`src/rtl/dmem_arbiter_if.sv`:
```
// Requester-side bus of the data-memory arbiter: one instance per requester
// (pipeline MEM stage, loader/debug port).
interface dmem_arbiter_if #(
   parameter int WORD_SIZE = 32,
   parameter int ADDR_LEN  = 5
);
   logic                 req;
   logic                 we;
   logic [ADDR_LEN-1:0]  addr;
   logic [WORD_SIZE-1:0] wdata;
   logic                 gnt;
   logic                 rvalid;
   logic [WORD_SIZE-1:0] rdata;
   logic                 err;

   modport master (output req, we, addr, wdata, input gnt, rvalid, rdata, err);
   modport slave  (input req, we, addr, wdata, output gnt, rvalid, rdata, err);
endinterface

```
`src/rtl/dmem_arbiter.sv`:
```
// Two-requester arbiter for the single-port data memory: fixed priority for P,
// bounded starvation for L, range checking, and one-cycle response routing.
module dmem_arbiter #(
   parameter int WORD_SIZE  = 32,
   parameter int ADDR_LEN   = 5,
   parameter int MEM_SIZE   = 32,
   parameter int STARVE_LIM = 4
) (
   input  logic                 clk,
   input  logic                 rstn,
   dmem_arbiter_if.slave        p,
   dmem_arbiter_if.slave        l,
   output logic                 m_en,
   output logic                 m_we,
   output logic [ADDR_LEN-1:0]  m_addr,
   output logic [WORD_SIZE-1:0] m_wdata,
   input  logic [WORD_SIZE-1:0] m_rdata
);

   typedef enum logic [1:0] {K_RD, K_WR, K_ERR} kind_t;

   localparam logic [3:0]        LIM = 4'(STARVE_LIM);
   localparam logic [ADDR_LEN:0] MSZ = (ADDR_LEN+1)'(MEM_SIZE);

   function automatic logic [3:0] sat_inc(input logic [3:0] v);
      return (v >= LIM) ? LIM : v + 4'd1;
   endfunction

   function automatic logic in_range(input logic [ADDR_LEN-1:0] a);
      if (MEM_SIZE >= (1 << ADDR_LEN)) return 1'b1;
      return ({1'b0, a} < MSZ);
   endfunction

   logic [3:0]           starve_cnt;
   logic                 l_force, p_win, l_win, any_win, sel_inr;
   logic                 sel_we;
   logic [ADDR_LEN-1:0]  sel_addr;
   logic [WORD_SIZE-1:0] sel_wdata;

   logic                 resp_vld_p1;
   logic                 resp_owner_p1;
   kind_t                resp_kind_p1;
   logic                 resp_on, p_rv, l_rv;
   logic [WORD_SIZE-1:0] resp_data;

   // stage p0: arbitration and memory command
   always_comb begin
      l_force   = l.req && (starve_cnt == LIM);
      p_win     = rstn && p.req && !l_force;
      l_win     = rstn && l.req && !p_win;
      any_win   = p_win || l_win;
      sel_we    = l_win ? l.we    : p.we;
      sel_addr  = l_win ? l.addr  : p.addr;
      sel_wdata = l_win ? l.wdata : p.wdata;
      sel_inr   = in_range(sel_addr);
      m_en      = any_win && sel_inr;
      m_we      = m_en && sel_we;
      m_addr    = m_en ? sel_addr  : '0;
      m_wdata   = m_en ? sel_wdata : '0;
   end

   assign p.gnt = p_win;
   assign l.gnt = l_win;

   always_ff @(posedge clk) begin
      if (!rstn) begin
         starve_cnt    <= '0;
         resp_vld_p1   <= 1'b0;
         resp_owner_p1 <= 1'b0;
         resp_kind_p1  <= K_RD;
      end else begin
         starve_cnt    <= (l.req && !l_win) ? sat_inc(starve_cnt) : 4'd0;
         resp_vld_p1   <= any_win;
         resp_owner_p1 <= l_win;
         resp_kind_p1  <= !sel_inr ? K_ERR : (sel_we ? K_WR : K_RD);
      end
   end

   // stage p1: response steering; a pending response is hidden while in reset
   always_comb begin
      resp_on   = rstn && resp_vld_p1;
      p_rv      = resp_on && !resp_owner_p1;
      l_rv      = resp_on &&  resp_owner_p1;
      resp_data = (resp_kind_p1 == K_RD) ? m_rdata : '0;
   end

   assign p.rvalid = p_rv;
   assign p.rdata  = p_rv ? resp_data : '0;
   assign p.err    = p_rv && (resp_kind_p1 == K_ERR);
   assign l.rvalid = l_rv;
   assign l.rdata  = l_rv ? resp_data : '0;
   assign l.err    = l_rv && (resp_kind_p1 == K_ERR);

endmodule

```
`src/flat_wrapper.sv`:
```
// flat-port wrapper written by rule: the top's interface ports become plain ports
module dmem_arbiter_flat 
#(
   parameter int WORD_SIZE  = 32,
   parameter int ADDR_LEN   = 5,
   parameter int MEM_SIZE   = 32,
   parameter int STARVE_LIM = 4
)
  (clk, rstn, m_en, m_we, m_addr, m_wdata, m_rdata, p_req, p_we, p_addr, p_wdata, p_gnt, p_rvalid, p_rdata, p_err, l_req, l_we, l_addr, l_wdata, l_gnt, l_rvalid, l_rdata, l_err);
  dmem_arbiter_if #(.WORD_SIZE(WORD_SIZE), .ADDR_LEN(ADDR_LEN)) p_i ();
  dmem_arbiter_if #(.WORD_SIZE(WORD_SIZE), .ADDR_LEN(ADDR_LEN)) l_i ();
  input  logic clk;
  input  logic rstn;
  output logic m_en;
  output logic m_we;
  output logic [ADDR_LEN-1:0] m_addr;
  output logic [WORD_SIZE-1:0] m_wdata;
  input  logic [WORD_SIZE-1:0] m_rdata;
  input wire logic [$bits(p_i.req)-1:0] p_req;
  input wire logic [$bits(p_i.we)-1:0] p_we;
  input wire logic [$bits(p_i.addr)-1:0] p_addr;
  input wire logic [$bits(p_i.wdata)-1:0] p_wdata;
  output wire logic [$bits(p_i.gnt)-1:0] p_gnt;
  output wire logic [$bits(p_i.rvalid)-1:0] p_rvalid;
  output wire logic [$bits(p_i.rdata)-1:0] p_rdata;
  output wire logic [$bits(p_i.err)-1:0] p_err;
  input wire logic [$bits(l_i.req)-1:0] l_req;
  input wire logic [$bits(l_i.we)-1:0] l_we;
  input wire logic [$bits(l_i.addr)-1:0] l_addr;
  input wire logic [$bits(l_i.wdata)-1:0] l_wdata;
  output wire logic [$bits(l_i.gnt)-1:0] l_gnt;
  output wire logic [$bits(l_i.rvalid)-1:0] l_rvalid;
  output wire logic [$bits(l_i.rdata)-1:0] l_rdata;
  output wire logic [$bits(l_i.err)-1:0] l_err;
  assign p_i.req = p_req;
  assign p_i.we = p_we;
  assign p_i.addr = p_addr;
  assign p_i.wdata = p_wdata;
  assign p_gnt = p_i.gnt;
  assign p_rvalid = p_i.rvalid;
  assign p_rdata = p_i.rdata;
  assign p_err = p_i.err;
  assign l_i.req = l_req;
  assign l_i.we = l_we;
  assign l_i.addr = l_addr;
  assign l_i.wdata = l_wdata;
  assign l_gnt = l_i.gnt;
  assign l_rvalid = l_i.rvalid;
  assign l_rdata = l_i.rdata;
  assign l_err = l_i.err;
  dmem_arbiter #(.WORD_SIZE(WORD_SIZE), .ADDR_LEN(ADDR_LEN), .MEM_SIZE(MEM_SIZE), .STARVE_LIM(STARVE_LIM)) u_core (.clk(clk), .rstn(rstn), .p(p_i), .l(l_i), .m_en(m_en), .m_we(m_we), .m_addr(m_addr), .m_wdata(m_wdata), .m_rdata(m_rdata));
endmodule
```
`config.mk`:
```
export PLATFORM = sky130hd
export DESIGN_NAME = dmem_arbiter_flat
export DESIGN_NICKNAME = d
export VERILOG_FILES = /design/src/rtl/dmem_arbiter_if.sv /design/src/rtl/dmem_arbiter.sv /design/src/flat_wrapper.sv
export SDC_FILE = /design/constraint.sdc
export NUM_CORES = 1
export LEC_CHECK = 0
export CAP_MARGIN = 20
export CORE_MARGIN = 2
export CORE_UTILIZATION = 19
export DETAILED_ROUTE_END_ITERATION = 12
export GPL_TIMING_DRIVEN = 0
export PLACE_DENSITY_LB_ADDON = 0.3
export REMOVE_ABC_BUFFERS = 1
export SLEW_MARGIN = 25
export SYNTH_ARGS = -nofsm -noshare
export SYNTH_HDL_FRONTEND = slang
export SYNTH_SLANG_ARGS = --single-unit
```
`constraint.sdc`:
```
create_clock -name clk -period 1.53 [get_ports clk]
set_input_delay 0.2295 -clock clk [delete_from_list [all_inputs] [get_ports clk]]
set_output_delay 0.2295 -clock clk [all_outputs]
set_load 0.05 [all_outputs]
```
==> metrics.cfg <==
[clock_network]
clock_latency_ns = 0.23
clock-sinks = 7
ctsHtreeMaxLevel = 1
cts_buffers = 3
cts_max_path_buffers = 2
cts.clk_slew.worst_paths_ns = 0.04
cts_root_buf = clkbuf_8
tritoncts = done

[floorplan]
core_sq_um = 6350
chipHeight_um = 85.2
rows = 29
die_w_um = 85.2
initial_core_util_pct = 19.7
die_area_sq_um = 7250
io_pins = 221

[synthesis]
synth.area.mux_share_pct = 0
synthSimpleGateAreaFrac_pct = 40.4
synth_compound_area_share_pct = 33.1
synth_top_family_by_area = simple AND/OR/NAND/NOR gates
seq_area_frac_synth_pct = 11.2
syn_inst = 188
ys_ff_latch = 7
synth-xor-area-share_pct = 0
syn_area_sq_um = 1250
avgSynthCellArea_sq_um = 6.66
synthAdderAreaFrac_pct = 2.00
synth.distinct_cells = 24
yosysWarnings = 0

[sta]
fin_crit_ns = 1.96
hold_ws_ns = 0.394
fin_worst_skew_ns = 0.000974
period_share_pct = 128
finalHoldViolCount = 0
worst_slack_ns = -0.434
max_freq_mhz = 509
timing.final.setup_violations = 81
rsz0062_at_grt = true
report.final.slew_viol_count = 0

[layout]
drive_gt1_share_pct = 52.9
final_common_cell = clkdlybuf4s50_1
layout.nets = 559
fin_area_sq_um = 4760
final_cell_mix = clkdlybuf4s50_1, buf_6, a22o_1, nor2_4, nand2b_1
area_growth_pct = 280
n_antenna_cell = 0
fillers = 431

[route]
drtPass1Iterations = 6
drtAntennaViolNets = 0
viasPerCell = 4.90
first_iter_violations = 40
wl_per_cell_um = 19.8
vias = 2554
drcViolationCount = 0
routed_wirelength_mm = 10.3

[placement]
place_area_sq_um = 3420
portBuffers = 218
place_congestion = 0.810
hpwlAfterDp_mm = 5.84

[global_route]
gr-total-overflow = 0
grt_usage_pct = 24.3
grt_pass1_wl_mm = 13.9
grt_pass1_vias = 2419
grt_max_degree = 33
antenna_found_initial = 0

[worst_setup_path]
path_class = flop to output port
critPathCaptureType = output port
cp-startpoint = u_core.starve_cnt[1]
required_ns = 1.30
start_kind = flop
worstPathArrival_ns = 1.73
path_max_fanout = 6
reg2reg_from = u_core.starve_cnt[1]

[job]
cap_violations = 0

[power]
ir_drop_mv = 0.367
cellLeakagePower_nw = 1.98
p_per_area_nw_per_um2 = 402

[status]
status = complete, but fails checks
violations = setup timing

[min_path]
hp-class = input port to flop
hp-start = rstn

[kinds of logic (layout without fill, tap and decap cells)]
family / after synthesis / count (layout)
buffers and inverters: 26 / 269
adders and majority gates: 2 / 2
DFF: 7 / 7
and+or+nand+nor: 106 / 110
other: 1 / 3
AOI/OAI and AO/OA: 46 / 53
[stage by stage]
step / std cells / power [W] / util [%] / setup WS (ns) / TNS [ns]
2_1_floorplan: 170 / 0.000762 / - / -0.681 / -58.16
3_3_place_gp: 465 / 0.00128 / 53.5 / -1.72 / -174.19
3_5_place_dp: 467 / 0.00130 / 53.9 / -1.70 / -145.98
4_1_cts: 508 / 0.00175 / 63.2 / -0.401 / -16.33
5_1_grt: 521 / 0.00199 / 75.0 / -0.499 / -21.62
6_report: 521 / 0.00191 / 75.0 / -0.434 / -16.77
[synthesized netlist by cell type, drive strengths merged]
master   n  area share (%)
nor2    67              20
nand3b   2             2.2
a21oi    1            0.40
ha       2             2.0
o311a    1            0.80
nand3    2            0.80
o211a    1             1.4
nand2    2            0.60
clkbuf   9             2.7
inv      6             1.8
and2     1            0.70
dfxtp    7              11
o22ai    1            0.50
o21a     2             1.2
buf     11             8.5
a21boi   2             2.1
conb     1            0.30
a22o    37              26
a32o     1            0.80
nand2b  32              16
[per-layer routing]
| metal | vias to the layer above | share of wire, % | global-route usage (%) |
|---|---|---|---|
| met4 | 0 | 2.4 | 4.47 |
| met1 | 1212 | 35 | 25.5 |
| met3 | 20 | 8.8 | 8.46 |
| met5 | - | 0 | 0 |
| li1 | 1178 | - | - |
| met2 | 144 | 54 | 46.8 |
[state kept, by name (all words and copies together) (netlist names)]
signal and flops:
u_core.starve_cnt 4, u_core.resp_kind_p1 1, u_core.resp_vld_p1 1, u_core.resp_owner_p1 1
[report_power, final]
group	switching (W)	internal [W]	leakage, nW
Clock	0.0000771	0.000180	0.0228
Sequential	0.0000201	0.000190	0.0604
Combinational	0.000756	0.000692	1.89
Total	0.000853	0.00106	1.98
[worst paths after layout]
| path | to | slack, ns | cells past startpoint |
|---|---|---|---|
| worst max-delay path | m_addr[3] | -0.43 | 9 |
| worst min register to register | u_core.starve_cnt[0] | 0.51 | 2 |
| worst max register to register | u_core.resp_kind_p1[0] | 0.07 | 7 |
| worst min-delay path | u_core.resp_vld_p1 | 0.39 | 2 |
[layout make-up]
cell class	count	area, sq um	share of cell area (%)
Clock buffer	4	45.0	0.946
Inverter	6	27.5	0.578
Multi-Input combinational cell	168	1490	31.4
Sequential cell	7	154	3.23
Tap cell	77	96.3	2.02
Timing Repair Buffer	259	2940	61.9
[worst max-delay path, stage by stage, from the launching register on]
cell and delay, ns:
dfxtp_2 0.31, inv_2 0.06, ha_4 0.14, nand3b_4 0.11, buf_12 0.17, a21boi_4 0.14, buf_6 0.13, buf_4 0.10
a22o_1 0.17, buf_6 0.17
[repair_timing]
action	4_1_cts	5_1_grt
endpoints found under the setup margin	107	99
resized for setup	755	201
cloned	13	3
hold buffers	0	0
pin swaps	40	32
setup buffers	24	13
Note: power is estimated with default switching activity, not from simulation.
==> variant 1 (config.mk and constraints unchanged) <==
Encoding of `kind_t`: now one-hot (3 bits for 3 values).
--- a/src/rtl/dmem_arbiter.sv
+++ b/src/rtl/dmem_arbiter.sv
@@ -18,5 +18,5 @@
 );
 
-   typedef enum logic [1:0] {K_RD, K_WR, K_ERR} kind_t;
+   typedef enum logic [2:0] {K_RD = 3'b001, K_WR = 3'b010, K_ERR = 3'b100} kind_t;
 
    localparam logic [3:0]        LIM = 4'(STARVE_LIM);
Check against the original RTL: no difference found for any inputs over 10 cycles, from zero or initial values and one cycle with rstn low; not proved beyond that.
==> variant 1 against the original RTL <==
The run still ends with setup timing left. Worst setup slack got worse by 0.0067 ns. Final area up 9.2%. Synthesized cell count down 14%. First-iteration DRC count grew 57%. Sequential cell count up 1. Total power increased by 11%. Clock power increased by 6%. Register-to-register slack got worse by 0.12 ns. Wire length up 23%. Non-clock buffer count is 19 higher. Synthesized area shrank 1.9%. Largest cell class unchanged. Largest power group unchanged. Highest routed layer unchanged.
==> variant 1: results (changes against the original RTL) <==
critical-path maximum fanout 7 (+1); status finished, violations left; DRT Wirelength 12720 µm (+23%); clk_lat worst skew approximately 0.24 ns; switch share 42.33% (-2.2 points); total number of vias 2711 (+6.1%); final worst setup slack -0.4409 ns (-0.006679 ns); Clk pwr share 12.8% (-0.6 points); setup violators final 105 (+30%); Place WS -1.524 ns (+0.1795 ns); gr usage total 32.52% (+8.2 points); Worst EP arrival between 1.5 and 2 ns; DRT iter0 DRCs 63 (+57%); synth cell count leaders and3_1 (65), a22o_1 (37), clkbuf_1 (12); Post-Syn Instances 161 (-14%); Synth area leaders and3_1 (33%), a22o_1 (26%), dfxtp_1 (13%), buf_6 (4.6%), clkbuf_1 (3.7%); Pre-antenna DRT Iters 5 (-1); register area share after synthesis 13.05% (+1.8 points); worst vdd ir 0.2632 mV (-28%); Hold Path Stages 2 (unchanged); asr flop ratio synth 0% (unchanged); Leak 2.244 nW (+13%); Psw 0.9001 mW (+5.5%); sequential power share 10.8% (-0.2 points); first-pass GRT wire length 17800 µm (+28%); Placement Cell Area 0.003451 mm² (+0.77%); ys flop type dfxtp_1; Pwr top combinational cells; biggest regs u_core.starve_cnt x4, u_core.resp_kind_p1 x2; vias in the first global route 2906 (+20%); vias per cell 5.347 (+9.1%); initial antenna violation count 0 (unchanged); layout cells sized above 1 61.86% (+8.9 points); failing checks setup timing; Root Buffer clkbuf_8; setup TNS -24.13 ns (-7.364 ns); largest net degree at the start of global routing 17 (-48%); CP top delay family compound AO/OA/AOI/OAI gates; GP Congestion 0.7687 (-5.1%); placed insts 436 (-6.6%); fillers 351 (-19%); post-DP HPWL 6132 µm (+5.1%); nets 546 (-2.3%); TritonCTS Buffers 3 (unchanged); Clock Skew 0.003935 ns (+0.002962 ns); flip-flop and latch area 175.2 µm² (+14%)
==> variant 1: cell types whose count changed after synthesis, sizes merged, moves of 2 or more <==
cell	before	now
and3	0	65
nor2	67	2
nand2b	32	0
clkbuf	9	12
inv	6	3
a21boi	2	0
a21oi	1	3
and4	0	2
buf	11	13
==> variant 1: repair_timing <==
item,CTS,global route
endpoints found under the hold margin,0,0
pin swaps,48,28
gates cloned,21,5
setup buffers,47,12
setup endpoints to repair,112,110
resized for setup,929,44
==> variant 1: kinds of logic after synthesis <==
kind of cell    count (synthesis)  share of synthesized area [%]
compound gates                 47                          32.52
fa+ha+maj                       2                          2.038
buf+inv                        28                          13.45
flops                           8                          13.05
other cells                     1                         0.3055
simple gates                   75                          38.63
==> variant 1: path summary, 6_finish.rpt <==
check	end	slack (ns)	from
worst max-delay path	m_wdata[27]	-0.44	u_core.starve_cnt[1]$_SDFF_PP0_
worst min-delay path	u_core.resp_vld_p1$_SDFF_PN0_	0.37	rstn
worst max register to register	u_core.resp_kind_p1[0]$_SDFF_PN1_	-0.05	u_core.starve_cnt[1]$_SDFF_PP0_
worst min register to register	u_core.starve_cnt[2]$_SDFF_PN0_	0.58	u_core.starve_cnt[3]$_SDFF_PP0_
==> variant 1: routing by layer <==
layer  GRT usage (%)  wire [µm]  part of all wire (%)
met3           9.636       1280                    10
met5               0          0                     0
met2           64.65       6798                    53
met1           31.37       4074                    32
met4           11.40        567                   4.5
==> variant 1: area by class of cell <==
class                      instances  share of cell area (%)
tap                               77                   1.854
timing repair buffer             278                   65.77
inverter                           3                  0.2167
sequential                         8                   3.370
clock buffer                       3                  0.7944
multi-input combinational        138                   28.00
==> variant 2 (same flow settings) <==
Without the edit above. `WORD_SIZE` is set to 32 in 3 places; all go to 128.
--- a/src/rtl/dmem_arbiter_if.sv
+++ b/src/rtl/dmem_arbiter_if.sv
@@ -2,5 +2,5 @@
 // (pipeline MEM stage, loader/debug port).
 interface dmem_arbiter_if #(
-   parameter int WORD_SIZE = 32,
+   parameter int WORD_SIZE = 128,
    parameter int ADDR_LEN  = 5
 );
--- a/src/rtl/dmem_arbiter.sv
+++ b/src/rtl/dmem_arbiter.sv
@@ -2,5 +2,5 @@
 // bounded starvation for L, range checking, and one-cycle response routing.
 module dmem_arbiter #(
-   parameter int WORD_SIZE  = 32,
+   parameter int WORD_SIZE  = 128,
    parameter int ADDR_LEN   = 5,
    parameter int MEM_SIZE   = 32,
--- a/src/flat_wrapper.sv
+++ b/src/flat_wrapper.sv
@@ -2,5 +2,5 @@
 module dmem_arbiter_flat 
 #(
-   parameter int WORD_SIZE  = 32,
+   parameter int WORD_SIZE  = 128,
    parameter int ADDR_LEN   = 5,
    parameter int MEM_SIZE   = 32,
Ports: changed (6 resized); port bits go from 221 to 797. No check against the original RTL was run, so the function may have changed too.
==> variant 2 against the original RTL <==
Synthesized area grew to 2.9 times the old value. The run now fails in I/O pin placement.
==> variant 2: results (changes against the original RTL) <==
status did not finish; failing step I/O pin placement; Error [ERROR PPL-0024] Number of IO pins (797) exceeds maximum number of available positions (510). Increase the die perimeter from 571.62um to 1083.92um.; Synth area leaders a22o_1 (32%), nor2_1 (27%), nand2b_1 (22%), buf_2 (4.5%), dfxtp_1 (3.8%); Yosys reg bits 7 (unchanged); Yosys warning total 0 (unchanged); asr flop ratio synth 0% (unchanged); synth cell count leaders nor2_1 (259), a22o_1 (133), nand2b_1 (128); distinct cell type count after synthesis 24 (unchanged); ys flop type dfxtp_1; Post-Syn Instances 628 (+230%); register area share after synthesis 3.823% (-7.4 points)
[variant 2: cell types whose count changed after synthesis, sizes merged]
cell,delta
buf,+33
clkbuf,+22
nand2,+1
nand3b,-1
a22o,+96
or2,+1
nor2,+192
nand2b,+96
[variant 2: logic make-up after synthesis]
group                      Yosys count  synth area share, %
buffers and inverters               81                11.47
and+or+nand+nor                    395                49.90
AOI/OAI and AO/OA                  142                34.03
DFF                                  7                3.822
adders and majority gates            2               0.6825
other                                1               0.1023
